$ cat src/rtl/spi_pkg.sv
// Shared types and constants for the ADC SPI receive path.
package spi_pkg;

    typedef enum logic [1:0] {IDLE, SKIP, SHIFT, GAP} spi_rx_state_t;

    localparam int   SPI_WORD_W  = 16;
    localparam logic SPI_CS_IDLE = 1'b1;

    function automatic int max3(int a, int b, int c);
        int m;
        m = (a > b) ? a : b;
        return (m > c) ? m : c;
    endfunction

endpackage

$ cat src/rtl/spi_master_rx_if.sv
// Serial pins plus the word-level valid/ready handshake of the SPI receiver.
interface spi_master_rx_if
    import spi_pkg::*;
#(
    parameter int DATA_W = SPI_WORD_W
);
    logic              start;
    logic              miso;
    logic              cs;
    logic              busy;
    logic [DATA_W-1:0] rx_data;
    logic              rx_valid;
    logic              rx_ready;

    modport master (
        input  start, miso, rx_ready,
        output cs, busy, rx_data, rx_valid
    );

    modport slave (
        output start, miso, rx_ready,
        input  cs, busy, rx_data, rx_valid
    );
endinterface

$ cat src/rtl/spi_rx_shreg.sv
// MSB-first deserializer; nxt is the value the register takes this edge,
// so the owner can capture a full word on the last bit.
module spi_rx_shreg #(
    parameter int DATA_W = 16
) (
    input  logic              sclk,
    input  logic              rst,
    input  logic              clr,
    input  logic              en,
    input  logic              din,
    output logic [DATA_W-1:0] nxt
);
    logic [DATA_W-1:0] shift_q, shift_d;

    always_comb begin
        nxt     = en ? {shift_q[DATA_W-2:0], din} : shift_q;
        shift_d = clr ? '0 : nxt;
    end

    always_ff @(posedge sclk) begin
        if (rst) shift_q <= '0;
        else     shift_q <= shift_d;
    end
endmodule

$ cat src/rtl/spi_master_rx.sv
// SPI initiator receive side: frames cs, skips the slave's MSB repeat, shifts in a word.
// Define SPI_RX_AUTO_EN for free-running frames that ignore the start port.
module spi_master_rx
    import spi_pkg::*;
#(
    parameter int DATA_W     = SPI_WORD_W,
    parameter int SKIP_BITS  = 1,
    parameter int GAP_CYCLES = 4
) (
    input  logic            sclk,
    input  logic            rst,
    spi_master_rx_if.master bus
);
    localparam int CNT_W = $clog2(max3(DATA_W, SKIP_BITS, GAP_CYCLES) + 1);
    localparam int SKIP_LAST_I = (SKIP_BITS > 0) ? SKIP_BITS - 1 : 0;
    localparam logic [CNT_W-1:0] SKIP_LAST = CNT_W'(SKIP_LAST_I);
    localparam logic [CNT_W-1:0] DATA_LAST = CNT_W'(DATA_W - 1);
    localparam logic [CNT_W-1:0] GAP_LAST  = CNT_W'(GAP_CYCLES - 1);

    spi_rx_state_t     state_q, state_d;
    logic [CNT_W-1:0]  cnt_q, cnt_d;
    logic              cs_q, cs_d;
    logic              busy_q, busy_d;
    logic              rx_valid_q, rx_valid_d;
    logic [DATA_W-1:0] rx_data_q, rx_data_d;
    logic              sh_clr, sh_en, start_ok;
    logic [DATA_W-1:0] sh_nxt;

    spi_rx_shreg #(.DATA_W(DATA_W)) u_shreg (
        .sclk (sclk),
        .rst  (rst),
        .clr  (sh_clr),
        .en   (sh_en),
        .din  (bus.miso),
        .nxt  (sh_nxt)
    );

    // A new frame may only start once the output slot is free or being drained.
`ifdef SPI_RX_AUTO_EN
    assign start_ok = !rx_valid_q || bus.rx_ready;
`else
    assign start_ok = bus.start && (!rx_valid_q || bus.rx_ready);
`endif

    always_comb begin
        state_d    = state_q;
        cnt_d      = cnt_q;
        cs_d       = cs_q;
        rx_valid_d = rx_valid_q;
        rx_data_d  = rx_data_q;
        sh_clr     = 1'b0;
        sh_en      = 1'b0;
        if (rx_valid_q && bus.rx_ready) rx_valid_d = 1'b0;
        case (state_q)
            IDLE: if (start_ok) begin
                cs_d    = ~SPI_CS_IDLE;
                cnt_d   = '0;
                sh_clr  = 1'b1;
                state_d = (SKIP_BITS == 0) ? SHIFT : SKIP;
            end
            SKIP: if (cnt_q == SKIP_LAST) begin
                cnt_d   = '0;
                state_d = SHIFT;
            end else begin
                cnt_d = cnt_q + CNT_W'(1);
            end
            SHIFT: begin
                sh_en = 1'b1;
                if (cnt_q == DATA_LAST) begin
                    // Load overrides a same-edge consume of the previous word.
                    rx_data_d  = sh_nxt;
                    rx_valid_d = 1'b1;
                    cs_d       = SPI_CS_IDLE;
                    cnt_d      = '0;
                    state_d    = GAP;
                end else begin
                    cnt_d = cnt_q + CNT_W'(1);
                end
            end
            GAP: if (cnt_q == GAP_LAST) begin
                cnt_d   = '0;
                state_d = IDLE;
            end else begin
                cnt_d = cnt_q + CNT_W'(1);
            end
            default: state_d = IDLE;
        endcase
        busy_d = (state_d != IDLE);
    end

    always_ff @(posedge sclk) begin
        if (rst) begin
            state_q    <= IDLE;
            cnt_q      <= '0;
            cs_q       <= SPI_CS_IDLE;
            busy_q     <= 1'b0;
            rx_valid_q <= 1'b0;
            rx_data_q  <= '0;
        end else begin
            state_q    <= state_d;
            cnt_q      <= cnt_d;
            cs_q       <= cs_d;
            busy_q     <= busy_d;
            rx_valid_q <= rx_valid_d;
            rx_data_q  <= rx_data_d;
        end
    end

    assign bus.cs       = cs_q;
    assign bus.busy     = busy_q;
    assign bus.rx_valid = rx_valid_q;
    assign bus.rx_data  = rx_data_q;
endmodule

$ cat src/flat_wrapper.sv
// flat-port wrapper written by rule: the top's interface ports become plain ports
module spi_master_rx_flat import spi_pkg::*;
#(
    parameter int DATA_W     = SPI_WORD_W,
    parameter int SKIP_BITS  = 1,
    parameter int GAP_CYCLES = 4
)
  (sclk, rst, bus_start, bus_miso, bus_rx_ready, bus_cs, bus_busy, bus_rx_data, bus_rx_valid);
  spi_master_rx_if #(.DATA_W(DATA_W)) bus_i ();
  input  logic sclk;
  input  logic rst;
  input wire logic [$bits(bus_i.start)-1:0] bus_start;
  input wire logic [$bits(bus_i.miso)-1:0] bus_miso;
  input wire logic [$bits(bus_i.rx_ready)-1:0] bus_rx_ready;
  output wire logic [$bits(bus_i.cs)-1:0] bus_cs;
  output wire logic [$bits(bus_i.busy)-1:0] bus_busy;
  output wire logic [$bits(bus_i.rx_data)-1:0] bus_rx_data;
  output wire logic [$bits(bus_i.rx_valid)-1:0] bus_rx_valid;
  assign bus_i.start = bus_start;
  assign bus_i.miso = bus_miso;
  assign bus_i.rx_ready = bus_rx_ready;
  assign bus_cs = bus_i.cs;
  assign bus_busy = bus_i.busy;
  assign bus_rx_data = bus_i.rx_data;
  assign bus_rx_valid = bus_i.rx_valid;
  spi_master_rx #(.DATA_W(DATA_W), .SKIP_BITS(SKIP_BITS), .GAP_CYCLES(GAP_CYCLES)) u_core (.sclk(sclk), .rst(rst), .bus(bus_i));
endmodule
$ cat config.mk
export PLATFORM = sky130hd
export DESIGN_NAME = spi_master_rx_flat
export DESIGN_NICKNAME = d
export VERILOG_FILES = /design/src/rtl/spi_pkg.sv /design/src/rtl/spi_master_rx_if.sv /design/src/rtl/spi_rx_shreg.sv /design/src/rtl/spi_master_rx.sv /design/src/flat_wrapper.sv
export SDC_FILE = /design/constraint.sdc
export NUM_CORES = 1
export LEC_CHECK = 0
export ABC_AREA = 1
export CORE_AREA = 5 5 63 65
export CTS_CLUSTER_DIAMETER = 40
export DETAILED_ROUTE_END_ITERATION = 7
export DIE_AREA = 0 0 68 70
export GPL_ROUTABILITY_DRIVEN = 0
export PLACE_DENSITY = 0.77
export SETUP_SLACK_MARGIN = 0.2
export SLEW_MARGIN = 20
export SYNTH_ARGS = -nofsm -noshare
export SYNTH_HDL_FRONTEND = slang
export SYNTH_SLANG_ARGS = --single-unit
export TNS_END_PERCENT = 100
$ cat constraint.sdc
create_clock -name sclk -period 4.1 [get_ports sclk]
set_clock_uncertainty 0.2 [all_clocks]
set_input_delay 0.615 -clock sclk [delete_from_list [all_inputs] [get_ports sclk]]
set_output_delay 0.615 -clock sclk [all_outputs]
set_load 0.005 [all_outputs]
==> impl_results.html <==
<table>
<tr><th>Metric</th><th>Value</th></tr>
<tr><th colspan="2">Status</th></tr>
<tr><td>Run status</td><td>finished, final reports clean</td></tr>
<tr><th colspan="2">Yosys</th></tr>
<tr><td>Synthesized area divided by synthesized cell count</td><td>8.07 um2</td></tr>
<tr><td>Number of synthesized register bits</td><td>41</td></tr>
<tr><td>Library cells used by synthesis</td><td>23</td></tr>
<tr><td>Fraction of the yosys area taken by sequential cells</td><td>47.3%</td></tr>
<tr><td>Yosys synthesis warning count</td><td>0</td></tr>
<tr><td>Largest area contributor in the synthesized netlist</td><td>dfxtp_1</td></tr>
<tr><td>Share of the synthesized area in the top cell type</td><td>47.3%</td></tr>
<tr><td>Post-Syn Nets</td><td>224</td></tr>
<tr><td>Main area contributors after synthesis</td><td>dfxtp_1 47%, nand2_1 9.5%, inv_1 7.1%</td></tr>
<tr><td>Gate Count Post-Synth</td><td>215</td></tr>
<tr><td>Cell area after technology mapping</td><td>1740 um2</td></tr>
<tr><th colspan="2">Clocking</th></tr>
<tr><td>CTS Root Cell</td><td>clkbuf_4</td></tr>
<tr><td>Clock slew at the register clock pins of the worst setup and hold paths</td><td>0.11 ns</td></tr>
<tr><td>Clock buffers created by TritonCTS</td><td>5</td></tr>
<tr><td>Longest Clk Path Bufs</td><td>2</td></tr>
<tr><td>Latest clock arrival within the worst-skew pair</td><td>0.34 ns</td></tr>
<tr><td>Clock tree from TritonCTS</td><td>built</td></tr>
<tr><td>Number of buffers inserted to repair setup after CTS</td><td>0</td></tr>
<tr><td>CTS H-tree depth</td><td>2</td></tr>
<tr><td>Post_cts resized</td><td>0</td></tr>
<tr><td>Count of clock tree sinks</td><td>41</td></tr>
<tr><td>Hold buffer count at CTS</td><td>0</td></tr>
<tr><th colspan="2">Layout</th></tr>
<tr><td>Synthesis-to-finish area growth</td><td>15.4%</td></tr>
<tr><td>Number of inserted diodes</td><td>0</td></tr>
<tr><td>Share of cells above drive strength 1</td><td>12.3%</td></tr>
<tr><td>Net count reported at finish</td><td>245</td></tr>
<tr><th colspan="2">STA</th></tr>
<tr><td>Total setup violations reported at the end of the flow</td><td>0</td></tr>
<tr><td>Fin. max-slew vios</td><td>0</td></tr>
<tr><td>Final TNS setup</td><td>0 ns</td></tr>
<tr><td>Part of the cycle the worst path needs</td><td>53.1%</td></tr>
<tr><td>Unrepaired setup endpoints after global routing</td><td>no</td></tr>
<tr><td>Worst hold slack</td><td>0.254 ns</td></tr>
<tr><td>Final Hold Fails</td><td>0</td></tr>
<tr><td>Clock period minus worst slack</td><td>2.18 ns</td></tr>
<tr><td>Worst rel slew slack</td><td>57.9%</td></tr>
<tr><td>Highest Clock Rate</td><td>0.459 GHz</td></tr>
<tr><td>Actual slew at the worst max-slew pin</td><td>0.630 ns</td></tr>
<tr><th colspan="2">Drt</th></tr>
<tr><td>DRC violation count after routing</td><td>0</td></tr>
<tr><td>Number of DRC markers after the initial detailed-route iteration</td><td>65</td></tr>
<tr><td>Via density per instance</td><td>4.84</td></tr>
<tr><td>Routed Antenna Nets</td><td>0</td></tr>
<tr><td>Vias post-DR</td><td>1366</td></tr>
<tr><td>Post-detailed-routing wire length</td><td>3060 um</td></tr>
<tr><td>WL/cell</td><td>10.8 um</td></tr>
<tr><td>Drt pass-1 iters</td><td>4</td></tr>
<tr><th colspan="2">Floorplanning</th></tr>
<tr><td>I/O pin count</td><td>24</td></tr>
<tr><td>Initial standard-cell utilization of the core</td><td>52.8%</td></tr>
<tr><td>Width of the die</td><td>68 um</td></tr>
<tr><td>DIE HEIGHT</td><td>70 um</td></tr>
<tr><td>Std-Cell Rows</td><td>21</td></tr>
<tr><td>Floorplan core area</td><td>3280 um2</td></tr>
<tr><td>Area of the die</td><td>4760 um2</td></tr>
<tr><th colspan="2">Global routing</th></tr>
<tr><td>Total GRT Usage</td><td>15.1%</td></tr>
<tr><td>Antenna violations before repair</td><td>0</td></tr>
<tr><td>Wire length of the first global-routing pass</td><td>5590 um</td></tr>
<tr><td>Remaining global-route overflow</td><td>0</td></tr>
<tr><td>Vias in the first global route</td><td>1284</td></tr>
<tr><td>Pin count of the biggest net entering global routing</td><td>36</td></tr>
<tr><th colspan="2">Critical path</th></tr>
<tr><td>R2R Setup Slk</td><td>1.93 ns</td></tr>
<tr><td>Cells traversed along the worst timing path</td><td>clkdlybuf4s50_1, inv_1, nand2_2, a211oi_1</td></tr>
<tr><td>Setup crit start</td><td>rst</td></tr>
<tr><td>WP depth</td><td>4</td></tr>
<tr><td>Worst EP required</td><td>4.17 ns</td></tr>
<tr><td>Launching point of the worst reg2reg path</td><td>u_core.cnt_q[1]$_SDFFE_PP0P_</td></tr>
<tr><td>Capture point of the worst reg-to-reg path</td><td>u_core.bus.rx_data[12]$_SDFFE_PP0P_</td></tr>
<tr><td>Bufs and invs on worst path</td><td>2</td></tr>
<tr><td>Critical setup path kind</td><td>in -&gt; reg</td></tr>
<tr><td>CP delay by family, top</td><td>buffers and inverters</td></tr>
<tr><td>Endpoint class of the critical path</td><td>flip-flop</td></tr>
<tr><td>Slowest cell on the critical path</td><td>clkdlybuf4s50_1</td></tr>
<tr><td>Worst r2r path cells</td><td>7</td></tr>
<tr><td>Critical path's largest stage delay</td><td>0.62 ns</td></tr>
<tr><td>Kind of start point of the critical path</td><td>primary input</td></tr>
<tr><td>Critical Path AT</td><td>2.25 ns</td></tr>
<tr><td>Largest fanout on the critical path</td><td>17</td></tr>
<tr><th colspan="2">Hold path</th></tr>
<tr><td>Hold Path Depth</td><td>2</td></tr>
<tr><td>Kind of path behind the tightest hold check</td><td>reg -&gt; reg</td></tr>
<tr><td>Start point of the worst hold path</td><td>u_core.bus.rx_data[7]$_SDFFE_PP0P_</td></tr>
<tr><td>Terminating pin of the worst hold path</td><td>u_core.bus.rx_data[7]$_SDFFE_PP0P_</td></tr>
<tr><th colspan="2">Power and ir drop</th></tr>
<tr><td>Power density normalized to cell area</td><td>356 nW/um2</td></tr>
<tr><td>IR drop worst, VDD</td><td>0.000260 V</td></tr>
<tr><td>Reported leakage power</td><td>0.750 nW</td></tr>
<tr><th colspan="2">Placed design</th></tr>
<tr><td>Total of buffers placed on input and output ports</td><td>23</td></tr>
<tr><td>Hpwl dp</td><td>2120 um</td></tr>
<tr><th colspan="2">Flow run</th></tr>
<tr><td>Max Cap Viol</td><td>0</td></tr>
</table>
area by class of cell:
| cell class | count | area, um2 |
|---|---|---|
| fillers | 309 | 1280 |
| inverters | 36 | 138 |
| repair buffers | 23 | 230 |
| multi-input cells | 129 | 702 |
| flip-flops and latches | 41 | 821 |
| well taps | 46 | 57.6 |
| clock buffers | 7 | 55.1 |
flip-flops by register name, summed over array words and instances, names as in the netlist:
name / flops
u_core.bus.rx_data: 16
u_core.u_shreg.shift_q: 15
u_core.cnt_q: 5
u_core.bus.cs: 1
u_core.bus.busy: 1
u_core.state_q: 2
u_core.bus.rx_valid: 1
synthesized netlist by cell type:
library cell,n
inv_4,1
nor2_4,1
a21oi_1,19
nand4_1,1
xor2_1,1
nor2_2,1
a211oi_1,2
buf_2,3
nor2_1,16
inv_1,33
nor3_1,1
a21oi_2,9
buf_6,4
nand2_2,2
o21ai_0,13
ha_1,4
buf_4,2
nand3_1,8
a211oi_2,5
nand3_2,2
dfxtp_1,41
nand2_1,44
inv_2,2
metal layers:
layer  part of all wire (%)  wire length, um  up-vias  global-route usage [%]
li1                       -                -      720                       -
met1                     47             1440      623                    19.3
met2                     47             1440       18                    22.9
met3                    4.0              121        5                    4.81
met4                    1.9               57        0                    6.62
met5                      0                0        -                       0
logic make-up (layout without fill, tap and decap cells):
| logic type | count (synthesis) | in the layout | share of synthesized area, % |
|---|---|---|---|
| AND/OR/NAND/NOR | 76 | 76 | 18.8 |
| AO/OA/AOI/OAI | 48 | 48 | 18.2 |
| buffers and inverters | 45 | 66 | 12.3 |
| flip-flops | 41 | 41 | 47.3 |
| adder cells (fa/ha/maj) | 4 | 4 | 2.88 |
| XOR/XNOR | 1 | 1 | 0.505 |
how the worst max path moves through the flow:
| stage | to | slack, ns |
|---|---|---|
| 6_report | u_core.u_shreg.shift_q[2]$_SDFF_PP0_ | 1.92 |
| 3_3_place_gp | u_core.u_shreg.shift_q[1]$_SDFF_PP0_ | 1.57 |
| 5_1_grt | u_core.bus.rx_data[12]$_SDFFE_PP0P_ | 1.65 |
| 2_1_floorplan | u_core.bus.rx_data[10]$_SDFFE_PP0P_ | 2.47 |
| 4_1_cts | u_core.bus.rx_data[12]$_SDFFE_PP0P_ | 1.90 |
| 3_5_place_dp | u_core.u_shreg.shift_q[2]$_SDFF_PP0_ | 1.55 |
metrics by stage:
| step | utilization, % | cell area, um2 | instances | power, mW | worst slack [ns] |
|---|---|---|---|---|---|
| global route | 61.0 | 2000 | 282 | 0.757 | 1.65 |
| CTS | 61.0 | 2000 | 282 | 0.721 | 1.90 |
| finish | 61.0 | 2000 | 282 | 0.713 | 1.92 |
| floorplan | - | 1740 | 215 | 0.505 | 2.47 |
| detailed placement | 59.3 | 1950 | 275 | 0.521 | 1.55 |
| global placement | 59.3 | 1950 | 275 | 0.520 | 1.57 |
where the power goes:
part / total, mW / internal, mW / switching, mW
Sequential: 0.419 / 0.410 / 0.00886
Combinational: 0.0924 / 0.0311 / 0.0613
Clock: 0.202 / 0.0811 / 0.121
placed cells by master, fill, tap and decap left out:
cell type	instances
inv_2	2
a21oi_2	9
nor2_4	1
clkbuf_8	1
nand4_1	1
nor2_2	1
nor3_1	1
inv_4	1
ha_1	4
a211oi_1	2
clkbuf_1	1
nor2_1	16
clkdlybuf4s50_1	23
clkbuf_4	5
nand2_1	44
o21ai_0	13
nand3_2	2
a211oi_2	5
dfxtp_1	41
xor2_1	1
a21oi_1	19
nand3_1	8
nand2_2	2
inv_1	33
worst min-delay path: cells and delay by family (launching register included):
family,cells,cell delay [ns]
AO/OA/AOI/OAI,1,0.05
buffers and inverters,1,0.05
flip-flops,1,0.32
No activity file was read; power rests on OpenSTA's default activity.
